**src/rtl/decoder_host_link_if.sv**
```systemverilog
// rtl/decoder_host_link_if.sv - command, byte-stream and result signals of the decoder host link
interface decoder_host_link_if #(
    parameter int GRID_WIDTH_X = 4,
    parameter int GRID_WIDTH_Z = 1,
    parameter int GRID_WIDTH_U = 3
);
    localparam int PU_PER_ROUND         = GRID_WIDTH_X * GRID_WIDTH_Z;
    localparam int BYTES_PER_ROUND      = (PU_PER_ROUND + 7) >> 3;
    localparam int ALIGNED_PU_PER_ROUND = BYTES_PER_ROUND * 8;
    localparam int CORR_PER_ROUND       = 2 * (GRID_WIDTH_X - 1) * GRID_WIDTH_Z + 1 + GRID_WIDTH_X * GRID_WIDTH_Z;
    localparam int SYN_W                = ALIGNED_PU_PER_ROUND * GRID_WIDTH_U;
    localparam int CORR_W               = CORR_PER_ROUND * GRID_WIDTH_U;

    logic              cmd_valid;
    logic              cmd_ready;
    logic              cmd_start_only;
    logic [SYN_W-1:0]  cmd_syndrome;
    logic [7:0]        tx_data;
    logic              tx_valid;
    logic              tx_ready;
    logic [7:0]        rx_data;
    logic              rx_valid;
    logic              rx_ready;
    logic [7:0]        res_iterations;
    logic [15:0]       res_cycles;
    logic [CORR_W-1:0] res_correction;
    logic              res_valid;
    logic              res_ready;
    logic              res_timeout;
    logic              busy;

    // Environment side: issues commands, sinks tx bytes, sources rx bytes, takes results.
    modport master (
        output cmd_valid, cmd_start_only, cmd_syndrome, tx_ready, rx_data, rx_valid, res_ready,
        input  cmd_ready, tx_data, tx_valid, rx_ready, res_iterations, res_cycles,
               res_correction, res_valid, res_timeout, busy
    );

    // Host link side.
    modport slave (
        input  cmd_valid, cmd_start_only, cmd_syndrome, tx_ready, rx_data, rx_valid, res_ready,
        output cmd_ready, tx_data, tx_valid, rx_ready, res_iterations, res_cycles,
               res_correction, res_valid, res_timeout, busy
    );
endinterface

```
**src/rtl/decoder_host_link.sv**
```systemverilog
// rtl/decoder_host_link.sv - syndrome serializer and result collector for the decoder byte stream; HOST_LINK_RX_TIMEOUT_EN adds an rx watchdog
module decoder_host_link #(
    parameter int         GRID_WIDTH_X            = 4,
    parameter int         GRID_WIDTH_Z            = 1,
    parameter int         GRID_WIDTH_U            = 3,
    parameter int         TIMEOUT_CYCLES          = 65535,
    parameter logic [7:0] START_DECODING_MSG      = 8'h01,
    parameter logic [7:0] MEASUREMENT_DATA_HEADER = 8'h02
) (
    input logic                clk,
    input logic                reset,
    decoder_host_link_if.slave bus
);
    localparam int PU_PER_ROUND         = GRID_WIDTH_X * GRID_WIDTH_Z;
    localparam int BYTES_PER_ROUND      = (PU_PER_ROUND + 7) >> 3;
    localparam int ALIGNED_PU_PER_ROUND = BYTES_PER_ROUND * 8;
    localparam int CORR_PER_ROUND       = 2 * (GRID_WIDTH_X - 1) * GRID_WIDTH_Z + 1 + GRID_WIDTH_X * GRID_WIDTH_Z;
    localparam int CORR_BYTES           = (CORR_PER_ROUND + 7) >> 3;
    localparam int SYN_W                = ALIGNED_PU_PER_ROUND * GRID_WIDTH_U;
    localparam int CORR_W               = CORR_PER_ROUND * GRID_WIDTH_U;
    localparam int RB_W                 = CORR_BYTES * 8;
    localparam int RW                   = $clog2(GRID_WIDTH_U + 1);

    localparam logic [3:0] S_IDLE        = 4'd0;
    localparam logic [3:0] S_SEND_START  = 4'd1;
    localparam logic [3:0] S_SEND_HEADER = 4'd2;
    localparam logic [3:0] S_SEND_DATA   = 4'd3;
    localparam logic [3:0] S_RECV_ITER   = 4'd4;
    localparam logic [3:0] S_RECV_CYC_HI = 4'd5;
    localparam logic [3:0] S_RECV_CYC_LO = 4'd6;
    localparam logic [3:0] S_RECV_CORR   = 4'd7;
    localparam logic [3:0] S_RESULT      = 4'd8;

    logic [3:0]        state;
    logic [SYN_W-1:0]  syn_q;
    logic [15:0]       byte_cnt;
    logic [RW-1:0]     round_cnt;
    logic [7:0]        tx_data_q;
    logic              tx_valid_q;
    logic [7:0]        iter_q;
    logic [15:0]       cyc_q;
    logic [RB_W-1:0]   round_buf;
    logic [CORR_W-1:0] corr_acc;
    logic [7:0]        res_iter_q;
    logic [15:0]       res_cyc_q;
    logic [CORR_W-1:0] res_corr_q;
    logic              res_valid_q;
    logic              res_timeout_q;

    logic              recv_st;
    logic              tx_fire;
    logic              rx_fire;
    logic              tx_last_in_round;
    logic              rx_last_in_round;
    logic              last_round;
    logic [RB_W-1:0]   round_next;
    logic [CORR_W-1:0] corr_next;
    logic              wd_expire;

    assign recv_st = (state == S_RECV_ITER) || (state == S_RECV_CYC_HI) ||
                     (state == S_RECV_CYC_LO) || (state == S_RECV_CORR);
    assign tx_fire = tx_valid_q && bus.tx_ready;
    assign rx_fire = recv_st && bus.rx_valid;

    assign tx_last_in_round = (byte_cnt == 16'(BYTES_PER_ROUND - 1));
    assign rx_last_in_round = (byte_cnt == 16'(CORR_BYTES - 1));
    assign last_round       = (round_cnt == RW'(GRID_WIDTH_U - 1));

    // Round bytes arrive LSB first, so each new byte enters at the top and slides down;
    // after CORR_BYTES bytes the first byte sits in bits [7:0].
    assign round_next = (round_buf >> 8) | (RB_W'(bus.rx_data) << (RB_W - 8));
    // Completed rounds enter the accumulator the same way, leaving round 0 at the bottom.
    assign corr_next  = (corr_acc >> CORR_PER_ROUND) |
                        (CORR_W'(round_next[CORR_PER_ROUND-1:0]) << (CORR_W - CORR_PER_ROUND));

    assign bus.cmd_ready      = (state == S_IDLE);
    assign bus.rx_ready       = recv_st;
    assign bus.busy           = (state != S_IDLE);
    assign bus.tx_data        = tx_data_q;
    assign bus.tx_valid       = tx_valid_q;
    assign bus.res_iterations = res_iter_q;
    assign bus.res_cycles     = res_cyc_q;
    assign bus.res_correction = res_corr_q;
    assign bus.res_valid      = res_valid_q;
    assign bus.res_timeout    = res_timeout_q;

`ifdef HOST_LINK_RX_TIMEOUT_EN
    logic [31:0] wd_q;

    assign wd_expire = recv_st && !rx_fire && (wd_q == 32'(TIMEOUT_CYCLES - 1));

    // Watchdog: idle cycles spent in a receive state since entry or the last rx byte.
    always_ff @(posedge clk or negedge reset) begin
        if (!reset) begin
            wd_q <= 32'd0;
        end else if (!recv_st || rx_fire) begin
            wd_q <= 32'd0;
        end else begin
            wd_q <= wd_q + 32'd1;
        end
    end
`else
    assign wd_expire = 1'b0;
`endif

    // Link sequencer: command capture, tx serialization, rx collection and result hand-off.
    always_ff @(posedge clk or negedge reset) begin
        if (!reset) begin
            state         <= S_IDLE;
            syn_q         <= '0;
            byte_cnt      <= 16'd0;
            round_cnt     <= '0;
            tx_data_q     <= 8'd0;
            tx_valid_q    <= 1'b0;
            iter_q        <= 8'd0;
            cyc_q         <= 16'd0;
            round_buf     <= '0;
            corr_acc      <= '0;
            res_iter_q    <= 8'd0;
            res_cyc_q     <= 16'd0;
            res_corr_q    <= '0;
            res_valid_q   <= 1'b0;
            res_timeout_q <= 1'b0;
        end else if (wd_expire) begin
            // Abort the receive; whatever arrived so far is reported.
            state         <= S_RESULT;
            byte_cnt      <= 16'd0;
            round_cnt     <= '0;
            res_iter_q    <= iter_q;
            res_cyc_q     <= cyc_q;
            res_corr_q    <= corr_acc;
            res_valid_q   <= 1'b1;
            res_timeout_q <= 1'b1;
        end else begin
            case (state)
                S_IDLE: begin
                    if (bus.cmd_valid) begin
                        syn_q         <= bus.cmd_syndrome;
                        byte_cnt      <= 16'd0;
                        round_cnt     <= '0;
                        iter_q        <= 8'd0;
                        cyc_q         <= 16'd0;
                        round_buf     <= '0;
                        corr_acc      <= '0;
                        res_timeout_q <= 1'b0;
                        tx_valid_q    <= 1'b1;
                        if (bus.cmd_start_only) begin
                            tx_data_q <= START_DECODING_MSG;
                            state     <= S_SEND_START;
                        end else begin
                            tx_data_q <= MEASUREMENT_DATA_HEADER;
                            state     <= S_SEND_HEADER;
                        end
                    end
                end
                S_SEND_START: begin
                    if (tx_fire) begin
                        tx_valid_q <= 1'b0;
                        state      <= S_IDLE;
                    end
                end
                S_SEND_HEADER: begin
                    if (tx_fire) begin
                        tx_data_q <= syn_q[7:0];
                        syn_q     <= syn_q >> 8;
                        state     <= S_SEND_DATA;
                    end
                end
                S_SEND_DATA: begin
                    // Counters track the byte currently presented on tx_data.
                    if (tx_fire) begin
                        if (tx_last_in_round && last_round) begin
                            byte_cnt   <= 16'd0;
                            round_cnt  <= '0;
                            tx_valid_q <= 1'b0;
                            state      <= S_RECV_ITER;
                        end else begin
                            tx_data_q <= syn_q[7:0];
                            syn_q     <= syn_q >> 8;
                            if (tx_last_in_round) begin
                                byte_cnt  <= 16'd0;
                                round_cnt <= round_cnt + RW'(1);
                            end else begin
                                byte_cnt <= byte_cnt + 16'd1;
                            end
                        end
                    end
                end
                S_RECV_ITER: begin
                    if (rx_fire) begin
                        iter_q <= bus.rx_data;
                        state  <= S_RECV_CYC_HI;
                    end
                end
                S_RECV_CYC_HI: begin
                    if (rx_fire) begin
                        cyc_q[15:8] <= bus.rx_data;
                        state       <= S_RECV_CYC_LO;
                    end
                end
                S_RECV_CYC_LO: begin
                    if (rx_fire) begin
                        cyc_q[7:0] <= bus.rx_data;
                        state      <= S_RECV_CORR;
                    end
                end
                S_RECV_CORR: begin
                    if (rx_fire) begin
                        if (rx_last_in_round) begin
                            byte_cnt  <= 16'd0;
                            round_buf <= '0;
                            corr_acc  <= corr_next;
                            if (last_round) begin
                                round_cnt   <= '0;
                                res_iter_q  <= iter_q;
                                res_cyc_q   <= cyc_q;
                                res_corr_q  <= corr_next;
                                res_valid_q <= 1'b1;
                                state       <= S_RESULT;
                            end else begin
                                round_cnt <= round_cnt + RW'(1);
                            end
                        end else begin
                            round_buf <= round_next;
                            byte_cnt  <= byte_cnt + 16'd1;
                        end
                    end
                end
                S_RESULT: begin
                    if (bus.res_ready) begin
                        res_valid_q <= 1'b0;
                        state       <= S_IDLE;
                    end
                end
                default: begin
                    state <= S_IDLE;
                end
            endcase
        end
    end
endmodule

```
**src/flat_wrapper.sv**
```systemverilog
// flat-port wrapper written by rule: the top's interface ports become plain ports
module decoder_host_link_flat 
#(
    parameter int         GRID_WIDTH_X            = 4,
    parameter int         GRID_WIDTH_Z            = 1,
    parameter int         GRID_WIDTH_U            = 3,
    parameter int         TIMEOUT_CYCLES          = 65535,
    parameter logic [7:0] START_DECODING_MSG      = 8'h01,
    parameter logic [7:0] MEASUREMENT_DATA_HEADER = 8'h02
)
  (clk, reset, bus_cmd_valid, bus_cmd_start_only, bus_cmd_syndrome, bus_tx_ready, bus_rx_data, bus_rx_valid, bus_res_ready, bus_cmd_ready, bus_tx_data, bus_tx_valid, bus_rx_ready, bus_res_iterations, bus_res_cycles, bus_res_correction, bus_res_valid, bus_res_timeout, bus_busy);
  decoder_host_link_if #(.GRID_WIDTH_X(GRID_WIDTH_X), .GRID_WIDTH_Z(GRID_WIDTH_Z), .GRID_WIDTH_U(GRID_WIDTH_U)) bus_i ();
  input logic clk;
  input logic reset;
  input wire logic [$bits(bus_i.cmd_valid)-1:0] bus_cmd_valid;
  input wire logic [$bits(bus_i.cmd_start_only)-1:0] bus_cmd_start_only;
  input wire logic [$bits(bus_i.cmd_syndrome)-1:0] bus_cmd_syndrome;
  input wire logic [$bits(bus_i.tx_ready)-1:0] bus_tx_ready;
  input wire logic [$bits(bus_i.rx_data)-1:0] bus_rx_data;
  input wire logic [$bits(bus_i.rx_valid)-1:0] bus_rx_valid;
  input wire logic [$bits(bus_i.res_ready)-1:0] bus_res_ready;
  output wire logic [$bits(bus_i.cmd_ready)-1:0] bus_cmd_ready;
  output wire logic [$bits(bus_i.tx_data)-1:0] bus_tx_data;
  output wire logic [$bits(bus_i.tx_valid)-1:0] bus_tx_valid;
  output wire logic [$bits(bus_i.rx_ready)-1:0] bus_rx_ready;
  output wire logic [$bits(bus_i.res_iterations)-1:0] bus_res_iterations;
  output wire logic [$bits(bus_i.res_cycles)-1:0] bus_res_cycles;
  output wire logic [$bits(bus_i.res_correction)-1:0] bus_res_correction;
  output wire logic [$bits(bus_i.res_valid)-1:0] bus_res_valid;
  output wire logic [$bits(bus_i.res_timeout)-1:0] bus_res_timeout;
  output wire logic [$bits(bus_i.busy)-1:0] bus_busy;
  assign bus_i.cmd_valid = bus_cmd_valid;
  assign bus_i.cmd_start_only = bus_cmd_start_only;
  assign bus_i.cmd_syndrome = bus_cmd_syndrome;
  assign bus_i.tx_ready = bus_tx_ready;
  assign bus_i.rx_data = bus_rx_data;
  assign bus_i.rx_valid = bus_rx_valid;
  assign bus_i.res_ready = bus_res_ready;
  assign bus_cmd_ready = bus_i.cmd_ready;
  assign bus_tx_data = bus_i.tx_data;
  assign bus_tx_valid = bus_i.tx_valid;
  assign bus_rx_ready = bus_i.rx_ready;
  assign bus_res_iterations = bus_i.res_iterations;
  assign bus_res_cycles = bus_i.res_cycles;
  assign bus_res_correction = bus_i.res_correction;
  assign bus_res_valid = bus_i.res_valid;
  assign bus_res_timeout = bus_i.res_timeout;
  assign bus_busy = bus_i.busy;
  decoder_host_link #(.GRID_WIDTH_X(GRID_WIDTH_X), .GRID_WIDTH_Z(GRID_WIDTH_Z), .GRID_WIDTH_U(GRID_WIDTH_U), .TIMEOUT_CYCLES(TIMEOUT_CYCLES), .START_DECODING_MSG(START_DECODING_MSG), .MEASUREMENT_DATA_HEADER(MEASUREMENT_DATA_HEADER)) u_core (.clk(clk), .reset(reset), .bus(bus_i));
endmodule
```
**config.mk**
```make
export PLATFORM = sky130hd
export DESIGN_NAME = decoder_host_link_flat
export DESIGN_NICKNAME = d
export VERILOG_FILES = /design/src/rtl/decoder_host_link_if.sv /design/src/rtl/decoder_host_link.sv /design/src/flat_wrapper.sv
export SDC_FILE = /design/constraint.sdc
export NUM_CORES = 1
export LEC_CHECK = 0
export ABC_CLOCK_PERIOD_IN_PS = 2180
export CAP_MARGIN = 20
export CORE_MARGIN = 5
export CORE_UTILIZATION = 25
export DETAILED_ROUTE_END_ITERATION = 12
export HOLD_SLACK_MARGIN = 0.05
export PLACE_DENSITY = 0.52
export SYNTH_ARGS = -nofsm -noshare
export SYNTH_HDL_FRONTEND = slang
export SYNTH_SLANG_ARGS = --single-unit
```
**constraint.sdc**
```tcl
create_clock -name clk -period 2.18 [get_ports clk]
set_input_delay 0.436 -clock clk [delete_from_list [all_inputs] [get_ports clk]]
set_output_delay 0.436 -clock clk [all_outputs]
set_load 0.005 [all_outputs]
```
==> metrics, run 1 <==
Die Y=183 µm; Seq/Total Area, Yosys=56.0%; relative slew slack=51.2%; detailed placer's ending HPWL=between 10 and 15 mm; portion of the clock cycle consumed by the worst path in the final layout=96.0%; outcome=finished clean; clock tree root buffer cell=sky130_fd_sc_hd__clkbuf_16; total number of nets in the final design=885; post-CTS clock slew at the launch and capture registers of the worst setup and hold paths=0.07 ns; first-pass iteration count of the detailed router=4; post-synthesis net count=727; clock buffers created by TritonCTS=17; minimum setup slack among reg-to-reg paths=0.09 ns; effective utilization at floorplan=25.2%; combinational fraction of design power=a little under a third; final hold violations=0; die area=33400 µm²; slew at the pin closest to its max-slew limit=~0.73 ns; worst clock skew=roughly 0.012 ns; Final Max Tran Viols=0; Total Wirelength=18.3 mm; Max Buffers Root-to-Sink=2; top-level I/O count=between 100 and 150; type of the worst setup path=flop to flop; number of buffers added on ports=108; CP max FO=12; dominant cell type by area after synthesis=sky130_fd_sc_hd__dfrtp_1; setup-violating endpoint count in the final report=0; most used cells in the layout excluding fill and tap cells=164 x sky130_fd_sc_hd__dfrtp_1, 147 x sky130_fd_sc_hd__nand2_1, 104 x sky130_fd_sc_hd__clkdlybuf4s50_1; slowest library cell on the worst path=sky130_fd_sc_hd__or4_4; Static Leakage=~4.6 nW; CORE AREA=29600 µm²; number of inserted diodes=0; final worst hold slack=0.465 ns; number of enable flip-flop cells after synthesis=0; number of global-route vias before repair=5444; setup repair after global routing missed its margin=false; Avg WL per Cell=14.7 µm; netlist area before placement=7460 µm²; peak clock frequency supported by timing=478 MHz; Main synth FF type=sky130_fd_sc_hd__dfrtp_1; Detail Route Antenna Nets=0; synthesis warning total=0; fraction of synthesized cell area taken by the top area cell type=a little under three fifths; max capacitance violation total=0; endpoint class of the critical path=flop; arrival time of the worst setup path=2.43 ns; most common library cell in the layout ignoring fill and taps=sky130_fd_sc_hd__dfrtp_1; share of power burned in registers=40.2%; Psw=3.64 mW; Rows=63; cell-by-cell listing of the critical path=buf_6, nor4_4, inv_2, buf_4, a31o_4, or4_4, o221ai_2; latest clock arrival within the worst-skew pair=0.42 ns; dominant cells by area after synthesis=sky130_fd_sc_hd__dfrtp_1 56%, sky130_fd_sc_hd__mux2_2 8.2%, sky130_fd_sc_hd__nand2_1 7.4%; synthesized area divided by synthesized cell count=10.9 µm²; H-tree lvl count=4; gpl congestion=0.742; ratio of cells with drive above 1 in the final layout=22.9%; Iter 0 DRT Violations=264; clock tree from TritonCTS=built; horizontal die dimension=around 180 µm; pin count of the biggest net entering global routing=53; sum of overflow across all layers after global routing=0; count of different cell masters after synthesis=52; part of the total power dissipated in the clock network=28.4%; data required time of the worst path=2.52 ns; global-route usage over all layers=11.1%; area added between synthesis and finish=35.1%; Power Dens Cells=1090 nW/µm²; Power, Total=around 11 mW; antenna violations before repair=1; maximum cell stage delay along the critical path=0.54 ns; vias per std cell=4.31; Period minus WS final=2.09 ns; DR DRC count=0; first-pass GRT wire length=between 20 and 30 mm; number of storage elements in the synthesis netlist=167; Syn Inst Count=685; share of flip-flops with an asynchronous set or reset after synthesis=100%; sink count of the clock tree=167; classification of the worst-slack hold path=flop to flop; Sw Ratio=33.2%; total internal power=7.31 mW; total vias in the final route=5374; peak supply drop=0.620 mV; kind of start point of the critical path=flop
-- path summary, 6_finish.rpt --
check	from	endpoint	cells past startpoint
min reg2reg	u_core.cyc_q[2]	u_core.cyc_q[2]	2
max reg2reg	u_core.state[2]	u_core.byte_cnt[12]	7
min in group asynchronous	reset	u_core.corr_acc[25]	2
min	u_core.cyc_q[2]	u_core.cyc_q[2]	2
max	u_core.state[2]	u_core.byte_cnt[12]	7
max in group asynchronous	reset	u_core.iter_q[6]	3
-- Yosys cell counts (5+ instances only) --
library cell and n:
sky130_fd_sc_hd__nor2_1 13, sky130_fd_sc_hd__nand4_1 7, sky130_fd_sc_hd__buf_6 5, sky130_fd_sc_hd__nand2_1 147, sky130_fd_sc_hd__mux2_1 8, sky130_fd_sc_hd__mux2_4 15
sky130_fd_sc_hd__clkbuf_1 15, sky130_fd_sc_hd__a21oi_1 7, sky130_fd_sc_hd__nand3_1 24, sky130_fd_sc_hd__mux2_2 54, sky130_fd_sc_hd__or4_1 7, sky130_fd_sc_hd__inv_1 36
sky130_fd_sc_hd__o21ai_0 61, sky130_fd_sc_hd__dfrtp_1 167, sky130_fd_sc_hd__a22o_1 15, sky130_fd_sc_hd__a21o_1 5, sky130_fd_sc_hd__mux2i_1 16, sky130_fd_sc_hd__nor3_1 7
sky130_fd_sc_hd__buf_2 16
-- through the flow --
step	utilization [%]	worst slack, ns	cell area, µm²	setup TNS (ns)	instances
2_1_floorplan	-	0.159	7460	0	685
3_3_place_gp	31.9	-0.161	9420	-5.42	1211
3_5_place_dp	31.9	-0.198	9420	-7.16	1211
4_1_cts	34.0	0.00695	10100	0	1246
5_1_grt	34.1	0.00346	10100	0	1246
6_report	34.1	0.0865	10100	0	1246
-- registers in the layout, summed over array words and instances (netlist names) --
register and flops:
u_core.bus.res_correction 33, u_core.syn_q 24, u_core.corr_acc 22, u_core.bus.res_cycles 16, u_core.byte_cnt 16, u_core.cyc_q 16
u_core.bus.res_iterations 8, u_core.bus.tx_data 8, u_core.iter_q 8, u_core.round_buf 8, u_core.state 4, u_core.round_cnt 2
u_core.bus.res_valid 1, u_core.bus.tx_valid 1
-- cell type report --
type	instances	area, µm²
clock inverter	15	184
fill	3048	19500
clock buffer	17	425
multi-input combinational	442	2950
timing repair buffer	179	1710
tap	390	488
sequential	167	4180
inverter	36	135
-- cell families (layout without fill, tap and decap cells) --
group,after synthesis,in the layout,share of synthesized area [%]
other,1,1,0.0503
AND/OR/NAND/NOR,237,237,15.2
multiplexers,93,93,14.5
flip-flops,167,167,56.0
AO/OA/AOI/OAI,108,108,8.92
buffers and inverters,76,247,4.75
adder cells (fa/ha/maj),3,3,0.503
-- power groups by stage --
stage / clock network, mW / registers (mW) / logic, mW
final: 3.10 / 4.40 / 3.45
after global routing: 3.37 / 4.51 / 3.87
after CTS: 3.24 / 4.41 / 3.48
after detailed placement: 0 / 4.47 / 3.43
after global placement: 0 / 4.47 / 3.38
after floorplan: 0 / 4.27 / 2.25
-- layer usage --
layer  track usage [%]  share of wire (%)  vias to the layer above
met4              2.28               0.70                        2
li1                  -                  -                     2675
met2              16.7                 44                       95
met5                 0              0.071                        -
met3              3.41                5.2                       10
met1              15.9                 50                     2592
-- what timing repair did --
action                                  CTS  global route
endpoints found under the hold margin    42             0
gates resized for setup                  10             6
endpoints found under the setup margin    3            13
hold buffers                              1             0
gates cloned                              0             0
buffers inserted                          2             0
pin swaps                                 1             1
-- critical path, delay by kind of cell, from the launching register on --
kind	cells	cell delay, ns
AOI/OAI and AO/OA	2	0.39
buffers and inverters	3	0.36
DFF	1	0.43
and+or+nand+nor	2	0.83
Power figures use the tool's default switching activity.
==> run 2: changes to the inputs <==
--- a/config.mk
+++ b/config.mk
@@ -12,6 +12,7 @@
 export DETAILED_ROUTE_END_ITERATION = 12
 export HOLD_SLACK_MARGIN = 0.05
 export PLACE_DENSITY = 0.52
+export SETUP_SLACK_MARGIN = 0.2
 export SYNTH_ARGS = -nofsm -noshare
 export SYNTH_HDL_FRONTEND = slang
 export SYNTH_SLANG_ARGS = --single-unit
==> run 2 against run 1 <==
  * Non-clock buffer count grew 36
  * Die area is the same
  * First-iteration DRC count is 22% higher
  * Sequential share of layout area is 3.3 points lower
  * Setup slack got worse by 0.0070 ns
  * Clock skew rose by 0.0015 ns
  * Largest cell class unchanged
==> metrics, run 2 (same netlist as run 1, synthesis figures left out) <==
first-pass GRT wire length=31.0 mm (+3.2%); total vias in the final route=5663 (+5.4%); number of cells on the worst hold path=2 (unchanged); Final Max Tran Viols=0 (unchanged); gpl congestion=0.787 (+6.1%); type of the worst setup path=flop to flop; number of global-route vias before repair=5530 (+1.6%); Power, Total=12.3 mW (+12%); minimum setup slack in the final design=0.0795 ns (-0.00699 ns); most common library cell in the layout ignoring fill and taps=sky130_fd_sc_hd__dfrtp_1; endpoint class of the critical path=flop; effective utilization at floorplan=25.2% (unchanged); max FFs per register=33 (unchanged); peak clock frequency supported by timing=476 MHz (-0.33%); CORE AREA=29600 µm² (unchanged); clock buffers created by TritonCTS=17 (unchanged); antenna violations before repair=0 (-1); arrival time of the worst setup path=2.42 ns (about the same); Static Leakage=4.92 nW (+7.9%); minimum setup slack after placement=-0.123 ns (+0.0745 ns); latest clock arrival within the worst-skew pair=0.43 ns (about the same); final instance count without filler cells=1282 (+2.9%); sum of overflow across all layers after global routing=0 (unchanged); die area=33400 µm² (unchanged); most used cells in the layout excluding fill and tap cells=161 x sky130_fd_sc_hd__dfrtp_1, 125 x sky130_fd_sc_hd__nand2_1, 104 x sky130_fd_sc_hd__clkdlybuf4s50_1; clock tree from TritonCTS=built; top-level I/O count=110 (unchanged); peak supply drop=0.593 mV (-4.3%); Power Dens Cells=1120 nW/µm² (+3.0%); total number of nets in the final design=921 (+4.1%); Avg WL per Cell=15.7 µm (+7.1%); H-tree lvl count=4 (unchanged); combined flip-flop and latch cell area=4190 µm² (about the same); ratio of cells with drive above 1 in the final layout=32.4% (+9.5 points); CP max FO=5 (-7); number of buffers added on ports=108 (unchanged); detailed placer's ending HPWL=13.0 mm (-1.0%); data required time of the worst path=2.50 ns (-0.02 ns); final hold violations=0 (unchanged); DR DRC count=0 (unchanged); vias per std cell=4.42 (+2.4%); instance count after placement with tap cells included=1202 (-0.74%); cell count of the worst reg-to-reg path=7 (unchanged); post-CTS clock slew at the launch and capture registers of the worst setup and hold paths=0.07 ns (about the same); outcome=finished clean; filler instances=2875 (-5.7%); Period minus WS final=2.10 ns (+0.00699 ns); kind of start point of the critical path=flop; final worst hold slack=0.473 ns (+0.00788 ns); setup repair after global routing missed its margin=true; global-route usage over all layers=11.6% (+0.50 points); number of inserted diodes=0 (unchanged); area added between synthesis and finish=46.8%; Detail Route Antenna Nets=0 (unchanged); worst clock skew=0.0137 ns (+0.00151 ns); horizontal die dimension=183 µm (unchanged); Die Y=183 µm (unchanged); Rows=63 (unchanged); classification of the worst-slack hold path=flop to flop; sink count of the clock tree=167 (unchanged); Max Buffers Root-to-Sink=2 (unchanged); setup-violating endpoint count in the final report=0 (unchanged); max capacitance violation total=0 (unchanged); clock tree root buffer cell=sky130_fd_sc_hd__clkbuf_16; Iter 0 DRT Violations=322 (+22%); first-pass iteration count of the detailed router=7 (+3); portion of the clock cycle consumed by the worst path in the final layout=96.4% (+0.32 points); area of combinational cells with multiple inputs=3280 µm² (+11%); final sum of negative setup slack=0 ns (unchanged); pin count of the biggest net entering global routing=51 (-3.8%); Total Wirelength=20.1 mm (+10%)
-- run 2: report_power, final --
group | leakage (nW) | switching [mW] | internal, mW | total [mW]
clock | 0.307 | 1.40 | 1.78 | 3.18
sequential | 2.23 | 0.593 | 3.88 | 4.48
combinational | 2.38 | 2.17 | 2.43 | 4.60
total | 4.92 | 4.16 | 8.09 | 12.3
-- run 2: per-stage QoR --
step	instance area (µm²)	util, %
final	11000	37.1
after global routing	11000	37.1
after CTS	10400	35.0
after detailed placement	9370	31.7
after global placement	9370	31.7
after floorplan	7490	-
-- run 2: final cells by class --
| class | instances | share of cell area (%) |
|---|---|---|
| clock inverters | 14 | 1.64 |
| repair buffers | 215 | 20.5 |
| multi-input cells | 442 | 29.9 |
| inverters | 36 | 1.28 |
| well taps | 390 | 4.45 |
| clock buffers | 18 | 4.01 |
| flip-flops and latches | 167 | 38.2 |
-- run 2: per-layer routing --
layer | vias up | GRT usage, % | wire length [µm]
met4 | 0 | 2.88 | 185
met2 | 134 | 18.2 | 9100
li1 | 2753 | - | -
met1 | 2761 | 16.3 | 9810
met5 | - | 0 | 0
met3 | 15 | 2.90 | 1010
-- run 2: what timing repair did --
action | in CTS | in global routing
endpoints found under the setup margin | 107 | 139
pin swaps | 11 | 29
endpoints found under the hold margin | 37 | 0
hold buffers | 1 | 0
resized for setup | 42 | 112
setup buffers | 22 | 14
gates cloned | 3 | 8
-- run 2: path summary, 6_finish.rpt --
path | slack (ns) | end | from
worst max-delay path | 0.08 | u_core.syn_q[15] | u_core.byte_cnt[9]
worst min-delay path | 0.47 | u_core.cyc_q[7] | u_core.cyc_q[7]
worst max register to register | 0.08 | u_core.syn_q[15] | u_core.byte_cnt[9]
worst min register to register | 0.47 | u_core.cyc_q[7] | u_core.cyc_q[7]
max in group asynchronous | 1.03 | u_core.state[3] | reset
min in group asynchronous | 0.49 | u_core.bus.res_correction[3] | reset
-- run 2: critical path: stages, from the launching register on --
cell and delay [ns]:
sky130_fd_sc_hd__dfrtp_1 0.41, sky130_fd_sc_hd__nor4_4 0.33, sky130_fd_sc_hd__buf_4 0.17, sky130_fd_sc_hd__and4_4 0.26, sky130_fd_sc_hd__a31oi_4 0.10, sky130_fd_sc_hd__o21a_4 0.26
sky130_fd_sc_hd__clkbuf_16 0.18, sky130_fd_sc_hd__mux2_4 0.29
==> run 3: changes to the inputs <==
--- a/config.mk
+++ b/config.mk
@@ -5,14 +5,14 @@
 export SDC_FILE = /design/constraint.sdc
 export NUM_CORES = 1
 export LEC_CHECK = 0
-export ABC_CLOCK_PERIOD_IN_PS = 2180
+export ABC_CLOCK_PERIOD_IN_PS = 2600
 export CAP_MARGIN = 20
 export CORE_MARGIN = 5
 export CORE_UTILIZATION = 25
 export DETAILED_ROUTE_END_ITERATION = 12
 export HOLD_SLACK_MARGIN = 0.05
-export PLACE_DENSITY = 0.52
-export SETUP_SLACK_MARGIN = 0.2
+export PLACE_DENSITY = 0.51
+export SETUP_SLACK_MARGIN = 0.4
 export SYNTH_ARGS = -nofsm -noshare
 export SYNTH_HDL_FRONTEND = slang
 export SYNTH_SLANG_ARGS = --single-unit
==> constraint.sdc (replaced) <==
create_clock -name clk -period 2.6 [get_ports clk]
set_input_delay 0.52 -clock clk [delete_from_list [all_inputs] [get_ports clk]]
set_output_delay 0.52 -clock clk [all_outputs]
set_load 0.005 [all_outputs]
==> run 3 against run 2 <==
  * Critical path depth is the same
  * Clock skew shrank 0.0021 ns
  * Via count shrank 4.7%
  * Worst hold slack lost 0.44 ns
  * Power shrank 27%
  * Die area is the same
  * Non-clock buffer count shrank 59
  * Core utilization shrank 3.4 points
  * Routed wire length shrank 6.7%
  * Combinational power shrank 39%
  * Largest cell class unchanged
  * Highest routed layer unchanged
==> metrics, run 3 (same netlist as run 1, synthesis figures left out) <==
relative slew slack=64.9%; antenna violations before repair=0 (unchanged); first-pass iteration count of the detailed router=7 (unchanged); Iter 0 DRT Violations=308 (-4.3%); setup repair after global routing missed its margin=true; Period minus WS final=2.16 ns (+0.0621 ns); final cell utilization of the core=33.6% (-3.4 points); cell type group with the largest total delay on the critical path=simple AND/OR/NAND/NOR gates; total number of nets in the final design=862 (-6.4%); number of buffers added on ports=108 (unchanged); sum of overflow across all layers after global routing=0 (unchanged); H-tree lvl count=4 (unchanged); ratio of cells with drive above 1 in the final layout=21.4% (-11 points); pin count of the biggest net entering global routing=52 (+2.0%); clock tree from TritonCTS=built; kind of start point of the critical path=flop; setup-violating endpoint count in the final report=0 (unchanged); total internal power=5.93 mW (-27%); portion of the clock cycle consumed by the worst path in the final layout=83.2% (-13 points); Avg WL per Cell=15.3 µm (-2.2%); part of the total power dissipated in the clock network=27.5% (+1.6 points); horizontal die dimension=183 µm (unchanged); die area=33400 µm² (unchanged); Psw=3.04 mW (-27%); share of power burned in registers=41.3% (+4.8 points); most used cells in the layout excluding fill and tap cells=160 x sky130_fd_sc_hd__dfrtp_1, 147 x sky130_fd_sc_hd__nand2_1, 104 x sky130_fd_sc_hd__clkdlybuf4s50_1; number of buffer and inverter instances along the worst setup path=3 (+1); clock buffers created by TritonCTS=17 (unchanged); peak supply drop=0.401 mV (-32%); GR peak layer=met2; slowest library cell on the worst path=sky130_fd_sc_hd__dfrtp_2; final hold violations=0 (unchanged); count of hold buffers inserted by post-cts repair=0 (-1); detailed placer's ending HPWL=12.6 mm (-2.6%); Power, Total=8.97 mW (-27%); area added between synthesis and finish=33.2%; clock tree root buffer cell=sky130_fd_sc_hd__clkbuf_16; global-route usage over all layers=11.1% (-0.55 points); combinational fraction of design power=31.2% (-6.4 points); cell-by-cell listing of the critical path=nor4_4, buf_4, nand2_1, nor4_4, buf_6, clkbuf_16, mux2_2; Sw Ratio=33.9% (-0.079 points); Max Buffers Root-to-Sink=2 (unchanged); sink count of the clock tree=167 (unchanged); effective utilization at floorplan=25.2% (unchanged); vias per std cell=4.41 (-0.14%); Global Route met3 Usage=2.90% (unchanged); classification of the worst-slack hold path=input pin to asynchronous set/reset pin; minimum setup slack after placement=0.139 ns (+0.262 ns); fraction of met1 tracks used by global routing=16.0% (-0.29 points); max capacitance violation total=0 (unchanged); Final Max Tran Viols=0 (unchanged); slew at the pin closest to its max-slew limit=0.523 ns; post-CTS clock slew at the launch and capture registers of the worst setup and hold paths=0.07 ns (about the same); CORE AREA=29600 µm² (unchanged); instance area after placement=9130 µm² (-2.6%); top-level I/O count=110 (unchanged); Total Wirelength=18.8 mm (-6.7%); maximum cell stage delay along the critical path=0.43 ns (+0.02 ns); peak clock frequency supported by timing=462 MHz (-2.9%); met2 global-route usage=16.7% (-1.5 points); Rows=63 (unchanged); latest clock arrival within the worst-skew pair=0.42 ns (about the same); max FFs per register=33 (unchanged); type of the worst setup path=flop to flop; minimum setup slack in the final design=0.437 ns (+0.358 ns); Power Dens Cells=902 nW/µm² (-19%); most common library cell in the layout ignoring fill and taps=sky130_fd_sc_hd__dfrtp_1; Top cell by count, worst path=sky130_fd_sc_hd__nor4_4; DR DRC count=0 (unchanged); final sum of negative setup slack=0 ns (unchanged); gpl congestion=0.736 (-6.5%); Detail Route Antenna Nets=0 (unchanged); endpoint class of the critical path=flop; total vias in the final route=5395 (-4.7%); arrival time of the worst setup path=2.46 ns (+0.04 ns); number of global-route vias before repair=5444 (-1.6%); Static Leakage=4.44 nW (-9.7%); CP max FO=11 (+6); finished layout cell area=9940 µm² (-9.3%); data required time of the worst path=2.90 ns (+0.40 ns); first-pass GRT wire length=29.7 mm (-4.2%); Die Y=183 µm (unchanged); outcome=finished clean; worst clock skew=0.0116 ns (-0.00213 ns); number of inserted diodes=0 (unchanged)
==> run 3: metal layers <==
metal	part of all wire (%)	routed length [µm]
met3	4.8	892
met4	0.62	116
met2	44	8310
met1	50	9440
met5	0	0
==> run 3: path summary, 6_finish.rpt <==
| path | start | to | slack, ns | cells after the start |
|---|---|---|---|---|
| max in group asynchronous | reset | u_core.bus.res_correction[24] | 1.85 | 2 |
| min in group clk | u_core.cyc_q[0] | u_core.cyc_q[0] | 0.47 | 2 |
| hold reg to reg | u_core.cyc_q[0] | u_core.cyc_q[0] | 0.47 | 2 |
| setup reg to reg | u_core.byte_cnt[9] | u_core.bus.res_cycles[8] | 0.44 | 7 |
| setup / recovery | u_core.byte_cnt[9] | u_core.bus.res_cycles[8] | 0.44 | 7 |
| hold / removal | reset | u_core.bus.res_correction[14] | 0.04 | 1 |
==> run 3: metrics by stage <==
stage               cells  hold slack [ns]
finish               1223           0.0360
global route         1223           0.0741
CTS                  1214           0.0535
detailed placement   1175            0.456
global placement     1175            0.449
floorplan             685            0.224
==> run 3: power by group through the flow <==
stage	combinational (mW)	sequential [mW]	clock, mW
2_1_floorplan	1.89	3.58	0
3_3_place_gp	2.60	3.77	0
3_5_place_dp	2.63	3.78	0
4_1_cts	2.76	3.70	2.54
5_1_grt	3.15	3.79	2.64
6_report	2.80	3.70	2.47
==> run 3: cell type report <==
cell class                 count  area (µm²)
fill                        2989       19600
sequential                   167        4190
multi-input combinational    442        2990
timing repair buffer         156        1570
tap                          390         488
clock buffer                  19         433
clock inverter                13         138
inverter                      36         135
==> run 3: repair_timing <==
action	in CTS	in global routing
buffers inserted	7	7
setup endpoints to repair	40	87
pin swaps	1	4
cloned	0	2
gates resized for setup	13	20
==> run 3: worst reg2reg max path, delay by kind of cell (launching register included) <==
family        cells  cell delay (ns)
flops             1             0.43
buf+inv           3             0.57
simple gates      3             0.71
mux               1             0.33
